==> src/rtl/avr_pool_sched_if.sv <==
`default_nettype none
// ============================================================================
// Module   : avr_pool_sched_if
// Brief    : Job config, line-memory read, pooling-unit and result-stream
//            signals of the pooling scheduler.
// Revision : 1.0 - initial release
// ============================================================================
interface avr_pool_sched_if #(
    parameter int DATA_W = 16,
    parameter int ADDR_W = 12,
    parameter int DIM_W  = 8
);
    logic                cfg_valid;
    logic                cfg_ready;
    logic [ADDR_W-1:0]   cfg_base;
    logic [DIM_W-1:0]    cfg_wpr;
    logic [DIM_W-1:0]    cfg_rows;
    logic                cfg_size;
    logic                cfg_pool_sel;
    logic                mem_re;
    logic [ADDR_W-1:0]   mem_addr;
    logic [8*DATA_W-1:0] mem_rdata;
    logic                start;
    logic                en;
    logic                size1;
    logic                size2;
    logic                pool_sel;
    logic [8*DATA_W-1:0] pool_d;
    logic                done;
    logic [4*DATA_W-1:0] pool_o;
    logic                out_valid;
    logic                out_ready;
    logic [4*DATA_W-1:0] out_data;
    logic [2:0]          out_cnt;
    logic                out_last;
    logic                busy;
    logic                err;

    modport master (
        input  cfg_valid, cfg_base, cfg_wpr, cfg_rows, cfg_size, cfg_pool_sel,
               mem_rdata, done, pool_o, out_ready,
        output cfg_ready, mem_re, mem_addr, start, en, size1, size2, pool_sel,
               pool_d, out_valid, out_data, out_cnt, out_last, busy, err
    );

    modport slave (
        output cfg_valid, cfg_base, cfg_wpr, cfg_rows, cfg_size, cfg_pool_sel,
               mem_rdata, done, pool_o, out_ready,
        input  cfg_ready, mem_re, mem_addr, start, en, size1, size2, pool_sel,
               pool_d, out_valid, out_data, out_cnt, out_last, busy, err
    );
endinterface
`default_nettype wire

==> src/rtl/avr_pool_sched.sv <==
`default_nettype none
// ============================================================================
// Module   : avr_pool_sched
// Brief    : Walks a feature map window by window, feeding 8-pixel words to
//            the pooling unit and streaming its results out.
// Revision : 1.0 - initial release
// ============================================================================
module avr_pool_sched #(
    parameter int DATA_W   = 16,
    parameter int ADDR_W   = 12,
    parameter int DIM_W    = 8,
    parameter int DONE_TMO = 64
) (
    input  wire logic         clk,
    input  wire logic         rst_fsm,
    avr_pool_sched_if.master  bus
);
    localparam int                 c_tmo_w   = $clog2(DONE_TMO + 1);
    localparam logic [c_tmo_w-1:0] c_tmo_max = c_tmo_w'(DONE_TMO);

    typedef enum logic [2:0] {
        S_IDLE  = 3'd0,
        S_START = 3'd1,
        S_FEED  = 3'd2,
        S_WAIT  = 3'd3,
        S_EMIT  = 3'd4
    } state_t;

    state_t              r_state;
    state_t              w_next;
    logic [ADDR_W-1:0]   r_row_base;
    logic [ADDR_W-1:0]   r_addr;
    logic [DIM_W-1:0]    r_wpr;
    logic [DIM_W-1:0]    r_rows;
    logic [DIM_W-1:0]    r_col;
    logic [DIM_W-1:0]    r_grp;
    logic [1:0]          r_beat;
    logic [c_tmo_w-1:0]  r_tmo;
    logic                r_size;
    logic                r_pool_sel;
    logic                r_err_cfg;
    logic [4*DATA_W-1:0] r_out_data;

    logic                w_cfg_bad;
    logic [DIM_W+1:0]    w_kwpr_full;
    logic [ADDR_W-1:0]   w_kwpr;
    logic [ADDR_W-1:0]   w_wpr_ext;
    logic [ADDR_W-1:0]   w_beat0_addr;
    logic [DIM_W-1:0]    w_ngrp;
    logic [1:0]          w_last_beat;
    logic                w_last_col;
    logic                w_last_win;
    logic                w_tmo;
    logic                w_mem_re;
    logic                w_start;
    logic                w_en;
    logic                w_busy;
    logic                w_emit;

    assign w_cfg_bad    = (bus.cfg_wpr == '0) || (bus.cfg_rows == '0) ||
                          (bus.cfg_size ? (bus.cfg_rows[1:0] != 2'b00) : bus.cfg_rows[0]);
    // K*wpr row-group stride via shift: the next group starts K rows further on
    assign w_kwpr_full  = r_size ? {r_wpr, 2'b00} : {1'b0, r_wpr, 1'b0};
    assign w_kwpr       = ADDR_W'(w_kwpr_full);
    assign w_wpr_ext    = ADDR_W'(r_wpr);
    assign w_beat0_addr = r_row_base + ADDR_W'(r_col);
    assign w_ngrp       = r_size ? (r_rows >> 2) : (r_rows >> 1);
    assign w_last_beat  = r_size ? 2'd3 : 2'd1;
    assign w_last_col   = (r_col == r_wpr - DIM_W'(1));
    assign w_last_win   = w_last_col && (r_grp == w_ngrp - DIM_W'(1));
    assign w_tmo        = (r_state == S_WAIT) && !bus.done && (r_tmo == c_tmo_max);
    assign w_busy       = (r_state != S_IDLE);
    assign w_emit       = (r_state == S_EMIT);

    always_comb begin
        w_next   = r_state;
        w_mem_re = 1'b0;
        w_start  = 1'b0;
        w_en     = 1'b0;
        case (r_state)
            S_IDLE: begin
                if (bus.cfg_valid && !w_cfg_bad)
                    w_next = S_START;
            end
            S_START: begin
                w_start  = 1'b1;
                w_mem_re = 1'b1;
                w_next   = S_FEED;
            end
            S_FEED: begin
                w_en = 1'b1;
                if (r_beat == w_last_beat)
                    w_next = S_WAIT;
                else
                    w_mem_re = 1'b1;
            end
            S_WAIT: begin
                if (bus.done)
                    w_next = S_EMIT;
                else if (w_tmo)
                    w_next = S_IDLE;
            end
            S_EMIT: begin
                if (bus.out_ready)
                    w_next = w_last_win ? S_IDLE : S_START;
            end
            default: w_next = S_IDLE;
        endcase
    end

    always_ff @(posedge clk) begin
        if (rst_fsm) begin
            r_state    <= S_IDLE;
            r_row_base <= '0;
            r_addr     <= '0;
            r_wpr      <= '0;
            r_rows     <= '0;
            r_col      <= '0;
            r_grp      <= '0;
            r_beat     <= '0;
            r_tmo      <= '0;
            r_size     <= 1'b0;
            r_pool_sel <= 1'b0;
            r_err_cfg  <= 1'b0;
            r_out_data <= '0;
        end else begin
            r_state   <= w_next;
            r_err_cfg <= 1'b0;
            case (r_state)
                S_IDLE: begin
                    if (bus.cfg_valid) begin
                        if (w_cfg_bad) begin
                            r_err_cfg <= 1'b1;
                        end else begin
                            r_row_base <= bus.cfg_base;
                            r_wpr      <= bus.cfg_wpr;
                            r_rows     <= bus.cfg_rows;
                            r_size     <= bus.cfg_size;
                            r_pool_sel <= bus.cfg_pool_sel;
                            r_col      <= '0;
                            r_grp      <= '0;
                        end
                    end
                end
                S_START: begin
                    r_addr <= w_beat0_addr + w_wpr_ext;
                    r_beat <= '0;
                end
                S_FEED: begin
                    r_beat <= r_beat + 2'd1;
                    r_addr <= r_addr + w_wpr_ext;
                    r_tmo  <= '0;
                end
                S_WAIT: begin
                    r_tmo <= r_tmo + c_tmo_w'(1);
                    if (bus.done)
                        r_out_data <= r_size ? {{(2*DATA_W){1'b0}}, bus.pool_o[2*DATA_W-1:0]}
                                             : bus.pool_o;
                end
                S_EMIT: begin
                    if (bus.out_ready) begin
                        if (w_last_col) begin
                            r_col      <= '0;
                            r_grp      <= r_grp + DIM_W'(1);
                            r_row_base <= r_row_base + w_kwpr;
                        end else begin
                            r_col <= r_col + DIM_W'(1);
                        end
                    end
                end
                default: ;
            endcase
        end
    end

    // Every output is forced low while reset is held, whatever state is left over
    assign bus.cfg_ready = !rst_fsm && !w_busy;
    assign bus.mem_re    = !rst_fsm && w_mem_re;
    assign bus.mem_addr  = rst_fsm ? '0 : ((r_state == S_START) ? w_beat0_addr : r_addr);
    assign bus.start     = !rst_fsm && w_start;
    assign bus.en        = !rst_fsm && w_en;
    assign bus.pool_d    = (!rst_fsm && w_en) ? bus.mem_rdata : '0;
    assign bus.size1     = !rst_fsm && w_busy && !r_size;
    assign bus.size2     = !rst_fsm && w_busy && r_size;
    assign bus.pool_sel  = !rst_fsm && r_pool_sel;
    assign bus.out_valid = !rst_fsm && w_emit;
    assign bus.out_data  = rst_fsm ? '0 : r_out_data;
    assign bus.out_cnt   = (!rst_fsm && w_emit) ? (r_size ? 3'd2 : 3'd4) : 3'd0;
    assign bus.out_last  = !rst_fsm && w_emit && w_last_win;
    assign bus.busy      = !rst_fsm && w_busy;
    assign bus.err       = !rst_fsm && (r_err_cfg || w_tmo);
endmodule
`default_nettype wire

==> src/flat_wrapper.sv <==
// flat-port wrapper written by rule: the top's interface ports become plain ports
module avr_pool_sched_flat 
#(
    parameter int DATA_W   = 16,
    parameter int ADDR_W   = 12,
    parameter int DIM_W    = 8,
    parameter int DONE_TMO = 64
)
  (clk, rst_fsm, bus_cfg_valid, bus_cfg_base, bus_cfg_wpr, bus_cfg_rows, bus_cfg_size, bus_cfg_pool_sel, bus_mem_rdata, bus_done, bus_pool_o, bus_out_ready, bus_cfg_ready, bus_mem_re, bus_mem_addr, bus_start, bus_en, bus_size1, bus_size2, bus_pool_sel, bus_pool_d, bus_out_valid, bus_out_data, bus_out_cnt, bus_out_last, bus_busy, bus_err);
  avr_pool_sched_if #(.DATA_W(DATA_W), .ADDR_W(ADDR_W), .DIM_W(DIM_W)) bus_i ();
  input  wire logic clk;
  input  wire logic rst_fsm;
  input wire logic [$bits(bus_i.cfg_valid)-1:0] bus_cfg_valid;
  input wire logic [$bits(bus_i.cfg_base)-1:0] bus_cfg_base;
  input wire logic [$bits(bus_i.cfg_wpr)-1:0] bus_cfg_wpr;
  input wire logic [$bits(bus_i.cfg_rows)-1:0] bus_cfg_rows;
  input wire logic [$bits(bus_i.cfg_size)-1:0] bus_cfg_size;
  input wire logic [$bits(bus_i.cfg_pool_sel)-1:0] bus_cfg_pool_sel;
  input wire logic [$bits(bus_i.mem_rdata)-1:0] bus_mem_rdata;
  input wire logic [$bits(bus_i.done)-1:0] bus_done;
  input wire logic [$bits(bus_i.pool_o)-1:0] bus_pool_o;
  input wire logic [$bits(bus_i.out_ready)-1:0] bus_out_ready;
  output wire logic [$bits(bus_i.cfg_ready)-1:0] bus_cfg_ready;
  output wire logic [$bits(bus_i.mem_re)-1:0] bus_mem_re;
  output wire logic [$bits(bus_i.mem_addr)-1:0] bus_mem_addr;
  output wire logic [$bits(bus_i.start)-1:0] bus_start;
  output wire logic [$bits(bus_i.en)-1:0] bus_en;
  output wire logic [$bits(bus_i.size1)-1:0] bus_size1;
  output wire logic [$bits(bus_i.size2)-1:0] bus_size2;
  output wire logic [$bits(bus_i.pool_sel)-1:0] bus_pool_sel;
  output wire logic [$bits(bus_i.pool_d)-1:0] bus_pool_d;
  output wire logic [$bits(bus_i.out_valid)-1:0] bus_out_valid;
  output wire logic [$bits(bus_i.out_data)-1:0] bus_out_data;
  output wire logic [$bits(bus_i.out_cnt)-1:0] bus_out_cnt;
  output wire logic [$bits(bus_i.out_last)-1:0] bus_out_last;
  output wire logic [$bits(bus_i.busy)-1:0] bus_busy;
  output wire logic [$bits(bus_i.err)-1:0] bus_err;
  assign bus_i.cfg_valid = bus_cfg_valid;
  assign bus_i.cfg_base = bus_cfg_base;
  assign bus_i.cfg_wpr = bus_cfg_wpr;
  assign bus_i.cfg_rows = bus_cfg_rows;
  assign bus_i.cfg_size = bus_cfg_size;
  assign bus_i.cfg_pool_sel = bus_cfg_pool_sel;
  assign bus_i.mem_rdata = bus_mem_rdata;
  assign bus_i.done = bus_done;
  assign bus_i.pool_o = bus_pool_o;
  assign bus_i.out_ready = bus_out_ready;
  assign bus_cfg_ready = bus_i.cfg_ready;
  assign bus_mem_re = bus_i.mem_re;
  assign bus_mem_addr = bus_i.mem_addr;
  assign bus_start = bus_i.start;
  assign bus_en = bus_i.en;
  assign bus_size1 = bus_i.size1;
  assign bus_size2 = bus_i.size2;
  assign bus_pool_sel = bus_i.pool_sel;
  assign bus_pool_d = bus_i.pool_d;
  assign bus_out_valid = bus_i.out_valid;
  assign bus_out_data = bus_i.out_data;
  assign bus_out_cnt = bus_i.out_cnt;
  assign bus_out_last = bus_i.out_last;
  assign bus_busy = bus_i.busy;
  assign bus_err = bus_i.err;
  avr_pool_sched #(.DATA_W(DATA_W), .ADDR_W(ADDR_W), .DIM_W(DIM_W), .DONE_TMO(DONE_TMO)) u_core (.clk(clk), .rst_fsm(rst_fsm), .bus(bus_i));
endmodule
==> config.mk <==
export PLATFORM = sky130hd
export DESIGN_NAME = avr_pool_sched_flat
export DESIGN_NICKNAME = d
export VERILOG_FILES = /design/src/rtl/avr_pool_sched_if.sv /design/src/rtl/avr_pool_sched.sv /design/src/flat_wrapper.sv
export SDC_FILE = /design/constraint.sdc
export NUM_CORES = 1
export LEC_CHECK = 0
export ABC_AREA = 0
export ABC_CLOCK_PERIOD_IN_PS = 6900
export CORE_AREA = 2 2 173 175
export DETAILED_ROUTE_END_ITERATION = 10
export DIE_AREA = 0 0 175 177
export PLACE_DENSITY_LB_ADDON = 0.05
export SYNTH_ARGS = -nofsm -noshare
export SYNTH_HDL_FRONTEND = slang
export SYNTH_SLANG_ARGS = --single-unit
==> constraint.sdc <==
create_clock -name clk -period 6.9 [get_ports clk]
set_clock_uncertainty 0.2 [all_clocks]
set_input_delay 0.69 -clock clk [delete_from_list [all_inputs] [get_ports clk]]
set_output_delay 0.69 -clock clk [all_outputs]
set_load 0.01 [all_outputs]
==> summary.txt <==
Outcome
  – Status: finished clean

Logic synthesis
  – Main synth FF type: dfxtp_1
  – Post-synth EDFFs: 0
  – Post-synthesis net count: 1439
  – Synth top area share: 30.2%
  – Synth area leader: dfxtp_1
  – Commonest cells post-synth: 166 x and3_1, 148 x nand2_1, 134 x dfxtp_1
  – Synth Instances: 1177
  – Mapped Avg Cell Area: 7.54 um2
  – Mapped cell area: 8880 um2
  – Yosys Warn Count: 0
  – Post-synthesis sequential area ratio: 30.2%
  – Count of cell types in the netlist: 66
  – Top post-synthesis cells by area: dfxtp_1 30%, and3_1 12%, nand2_1 6.3%
  – Synth async-reset ratio: 0%
  – Seq cells post-synth: 134
  – Top-count cell post-synth: and3_1

Die
  – Starting Density: 30.4%
  – Num ports: 445
  – Die extent in x: 175 um
  – Die Y: 177 um
  – Core Area: 29200 um2
  – Die area: 31000 um2
  – Row count: 63

Clock network
  – CTS Hold Bufs: 0
  – Root Buffer: clkbuf_16
  – Post-CTS Resized: 0
  – Clk buf depth: 2
  – Number of CTS-inserted buffers: 17
  – Post-CTS Setup Bufs: 0
  – TritonCTS clock tree: built
  – Worst-path clk slew: 70 ps
  – Clock Sinks: 134
  – Clock Latency Late Sink: 430 ps
  – Htree depth: 4

Place
  – DP HPWL: 31600 um
  – RD Place Congestion: 0.846
  – Pre-CTS setup slack: 2570 ps
  – I/O Buffers: 443

Global routing
  – Largest net degree at the start of global routing: 103
  – Vias in the first global route: 8936
  – Overflow after GRT: 0
  – Initial antenna violation count: 9
  – Total Routing Usage GR: 24.8%
  – First-pass GRT wire length: 57800 um

Timing
  – Slew headroom: 36.3%
  – RSZ-0062 raised after global routing: no
  – Final setup TNS: 0 ps
  – Period utilisation layout: 69.7%
  – Final Hold Fails: 0
  – Worst-margin pin slew: 956 ps
  – Setup violators final: 0
  – Final min period: 4810 ps
  – Final Max Slew Viols: 0
  – Final worst setup slack: 2090 ps
  – Maximum clock frequency: 208 MHz

Worst setup path
  – CP required: 6010 ps
  – Crit path capture type: output port
  – CP max stage cell: dfxtp_1
  – Crit path DAT: 3920 ps
  – CP Launch Type: register
  – Crit-path cells: mux2i_1, ha_1, nor3b_1, mux2i_1, nor3_1, or4b_1, or4_1, nor3_1, clkdlybuf4s50_1
  – CP max stage delay: 580 ps
  – Path type of the worst setup path: reg -> out
  – CP max FO: 11

Layout
  – Area grow syn2layout: 58.6%
  – Layout cell share with drive strength beyond 1: 4.27%
  – Number of nets in the layout: 1817

Routing
  – Via density: 4.99
  – Starting DRT DRC Count: 749
  – Met3 wire len: 3560 um
  – Drt first pass iters: 6
  – Drc violations: 0
  – Routed length per instance: 20.6 um
  – Highest Signal Layer: met5
  – Met1 Wirelength: 18500 um
  – Vias: 9773
  – Final ANT Viol Nets: 0
  – Total Wirelength: 40300 um
  – Met2 Routed Length: 17700 um

Power
  – PD cells: 157 nW/um2
  – Leakage: 6.22 nW
  – Peak supply drop: 0.125 mV

Job
  – Max_cap viols: 0

Worst hold path
  – Worst Hold Class: reg -> reg
final timing paths:
path	startpoint	end	slack (ps)	depth (start not counted)
min	u_core.r_out_data[26]	u_core.r_out_data[26]	250	2
max reg2reg	u_core.r_state[2]	u_core.r_addr[11]	2610	10
max	u_core.r_size	bus_out_last	2090	9
min reg2reg	u_core.r_out_data[26]	u_core.r_out_data[26]	250	2
state kept, by name (all words and copies together) (netlist names), 2 cells and up:
name               flops
u_core.r_out_data     64
u_core.r_addr         12
u_core.r_row_base     12
u_core.r_col           8
u_core.r_grp           8
u_core.r_wpr           8
u_core.r_rows          7
u_core.r_tmo           7
u_core.r_state         3
u_core.r_beat          2
cell type report:
type,instances,area (um2)
fill,2871,15200
multi-input combinational,925,5760
timing repair buffer,453,4510
sequential,134,2680
tap,390,488
clock buffer,18,439
clock inverter,14,118
inverter,24,91.3
antenna,1,2.50
critical path: cells and delay by family, from the launching register on:
| family | cells | cell delay, ps |
|---|---|---|
| mux | 2 | 590 |
| simple gates | 5 | 1460 |
| fa+ha+maj | 1 | 260 |
| buf+inv | 1 | 580 |
| flops | 1 | 580 |
layer usage:
metal | vias up | global-route usage, %
met1 | 4486 | 34.7
met2 | 379 | 38.3
met4 | 6 | 4.62
met5 | - | 0
li1 | 4872 | -
met3 | 30 | 6.96
through the flow:
step                      instances  hold WS, ps  cell area, um2  total power [mW]  utilization (%)
after global routing           1958          267           14100              2.32             48.2
after CTS                      1958          251           14100              2.23             48.2
after floorplan                1177          232            8880              1.08                -
after detailed placement       1926          242           13500              1.35             46.2
final                          1959          251           14100              2.21             48.2
after global placement         1926          237           13500              1.35             46.2
layout by cell type (no fill, tap or decap), drive strengths merged, types with 7 or more instances in the layout:
cell / synthesis / final
a211oi: 16 / 16
a21o: 41 / 41
a21oi: 84 / 84
and3: 166 / 166
buf: 13 / 11
clkbuf: 81 / 18
clkdlybuf4s50: 0 / 442
dfxtp: 134 / 134
ha: 32 / 32
inv: 24 / 29
mux2: 8 / 8
mux2i: 31 / 31
nand2: 148 / 148
nand2b: 8 / 8
nand3: 23 / 23
nand4: 11 / 11
nor2: 92 / 92
nor2b: 73 / 73
nor3: 21 / 21
nor4: 8 / 8
o21a: 7 / 7
o21ai: 27 / 27
xnor2: 29 / 29
xor2: 16 / 16
report_power, final:
| group | switching [mW] | total [mW] | internal (mW) |
|---|---|---|---|
| sequential | 0.0327 | 0.828 | 0.796 |
| clock | 0.402 | 0.881 | 0.479 |
| combinational | 0.240 | 0.505 | 0.265 |
| total | 0.675 | 2.21 | 1.54 |
cells by family after synthesis:
family          after synthesis  synth area share (%)
compound gates              215                  15.6
mux                          39                  4.51
fa+ha+maj                    35                  5.19
simple gates                590                  34.9
flops                       134                  30.2
xor+xnor                     45                  4.44
other cells                   1                0.0422
buf+inv                     118                  5.16
Note: power is estimated with default switching activity, not from simulation.
==> RTL edit (same settings) <==
Reset style: asynchronous (`rst_fsm`), changed in one clocked block.
--- a/src/rtl/avr_pool_sched.sv
+++ b/src/rtl/avr_pool_sched.sv
@@ -110,3 +110,3 @@
 
-    always_ff @(posedge clk) begin
+    always_ff @(posedge clk or posedge rst_fsm) begin
         if (rst_fsm) begin
Formal check against the unedited RTL: same outputs for any inputs over 4 cycles, from zero or initial values and one cycle with rst_fsm high; that may be too few to reach the edited logic, so the function may still have changed.
==> RTL edit against the original RTL <==
Setup slack improved by 0.091 ns. Worst hold slack improved by 0.019 ns. Area after synthesis increased by 4.9%. Register-to-register slack improved by 0.03 ns. Routed wire length increased by 10%. Sequential cell count unchanged. Cell area increased by 4.1%. Critical path type unchanged.
Power is not compared: it rests on default switching activity, and its combinational part moved more than twofold at a synthesized area within 25%.
==> RTL edit: results <==
metrics = {
    "outcome": {
        "status": "finished, final reports clean",
    },
    "placed_design": {
        "gp_congestion": 0.911,
        "place_area_sq_um": 14000,
    },
    "setup_path": {
        "r2r_cells": 12,
        "rrSetupSlack_ns": 2.64,
        "startpoint": "u_core.r_size$_DFFE_PP0P_",
        "cp_slowest_cell": "or4b_2",
        "crit_path_max_incr_delay_ns": 0.60,
        "cp.arrival_ns": 3.83,
    },
    "synthesis": {
        "synthXorXnorAreaFrac_pct": 3.20,
        "ys_top_cells_by_area": "dfrtp_1 36%, and3_1 8.9%, nand2_1 7.9%",
        "yosysSeqAreaShare_pct": 36.0,
        "synthArstFlopShare_pct": 100,
        "yosysUniqueCellTypes": 71,
        "syn_nets": 1397,
        "ys.flop_type": "dfrtp_1",
    },
    "worst_hold_path": {
        "min_to": "u_core.r_out_data[51]$_DFFE_PP0P_",
    },
    "drt": {
        "vias": 9777,
        "drt_iter0_markers": 666,
        "wirelength_mm": 44.4,
        "dr.pass1.iters": 5,
    },
    "cells_and_area": {
        "multi_input_gates": 896,
        "num-fill-cells": 2783,
        "layout.nets": 1785,
        "antenna-diode-count": 2,
        "register_area_sq_um": 3350,
        "drive_above_1_share_pct": 6.31,
        "inv_count": 22,
        "clock_tree_area_fraction_pct": 4.34,
        "multi_input_area_share_pct": 38.1,
    },
    "global_route": {
        "grt_pass1_vias": 9249,
    },
    "sta": {
        "maxSlewHeadroom_pct": 25.1,
    },
}
-- RTL edit: cell types whose count changed after synthesis, moves of 11 or more --
| cell | delta |
|---|---|
| a21o_1 | -28 |
| a21oi_1 | -43 |
| and3_1 | -34 |
| dfrtp_1 | +134 |
| dfxtp_1 | -134 |
| mux2_2 | +32 |
| mux2i_1 | -21 |
| nand2_1 | +48 |
| nor2_1 | -36 |
| o21ai_0 | +62 |
| xnor2_1 | -11 |
-- RTL edit: through the flow --
stage	std cells	utilization, %	hold slack [ns]
2_1_floorplan	1136	-	0.238
3_3_place_gp	1895	47.9	0.254
3_5_place_dp	1895	47.9	0.262
4_1_cts	1927	50.1	0.276
5_1_grt	1929	50.1	0.290
6_report	1929	50.1	0.270
-- RTL edit: worst max path at each step --
stage	to	slack (ns)
2_1_floorplan	bus_mem_addr[9]	0.37
3_3_place_gp	u_core.r_row_base[11]$_DFFE_PP0P_	2.64
3_5_place_dp	u_core.r_row_base[11]$_DFFE_PP0P_	2.53
4_1_cts	bus_out_last	2.18
5_1_grt	bus_out_last	2.01
6_report	bus_out_last	2.18
-- RTL edit: report_power, final --
group	switching [mW]	internal [mW]	total (mW)
logic	1.70	1.54	3.24
registers	0.314	1.11	1.42
clock network	0.400	0.601	1.00
total	2.42	3.25	5.67
-- RTL edit: worst min-delay path: cells and delay by family, from the launching register on --
| family | cells | cell delay, ns |
|---|---|---|
| AND/OR/NAND/NOR | 1 | 0.04 |
| AO/OA/AOI/OAI | 1 | 0.06 |
| flip-flops | 1 | 0.33 |
-- RTL edit: layer usage --
metal | vias to the layer above | GRT usage [%] | part of all wire (%)
met4 | 0 | 5.83 | 1.6
met3 | 37 | 7.17 | 6.6
li1 | 4754 | - | -
met5 | - | 0 | 0
met1 | 4656 | 34.8 | 42
met2 | 330 | 48.4 | 50
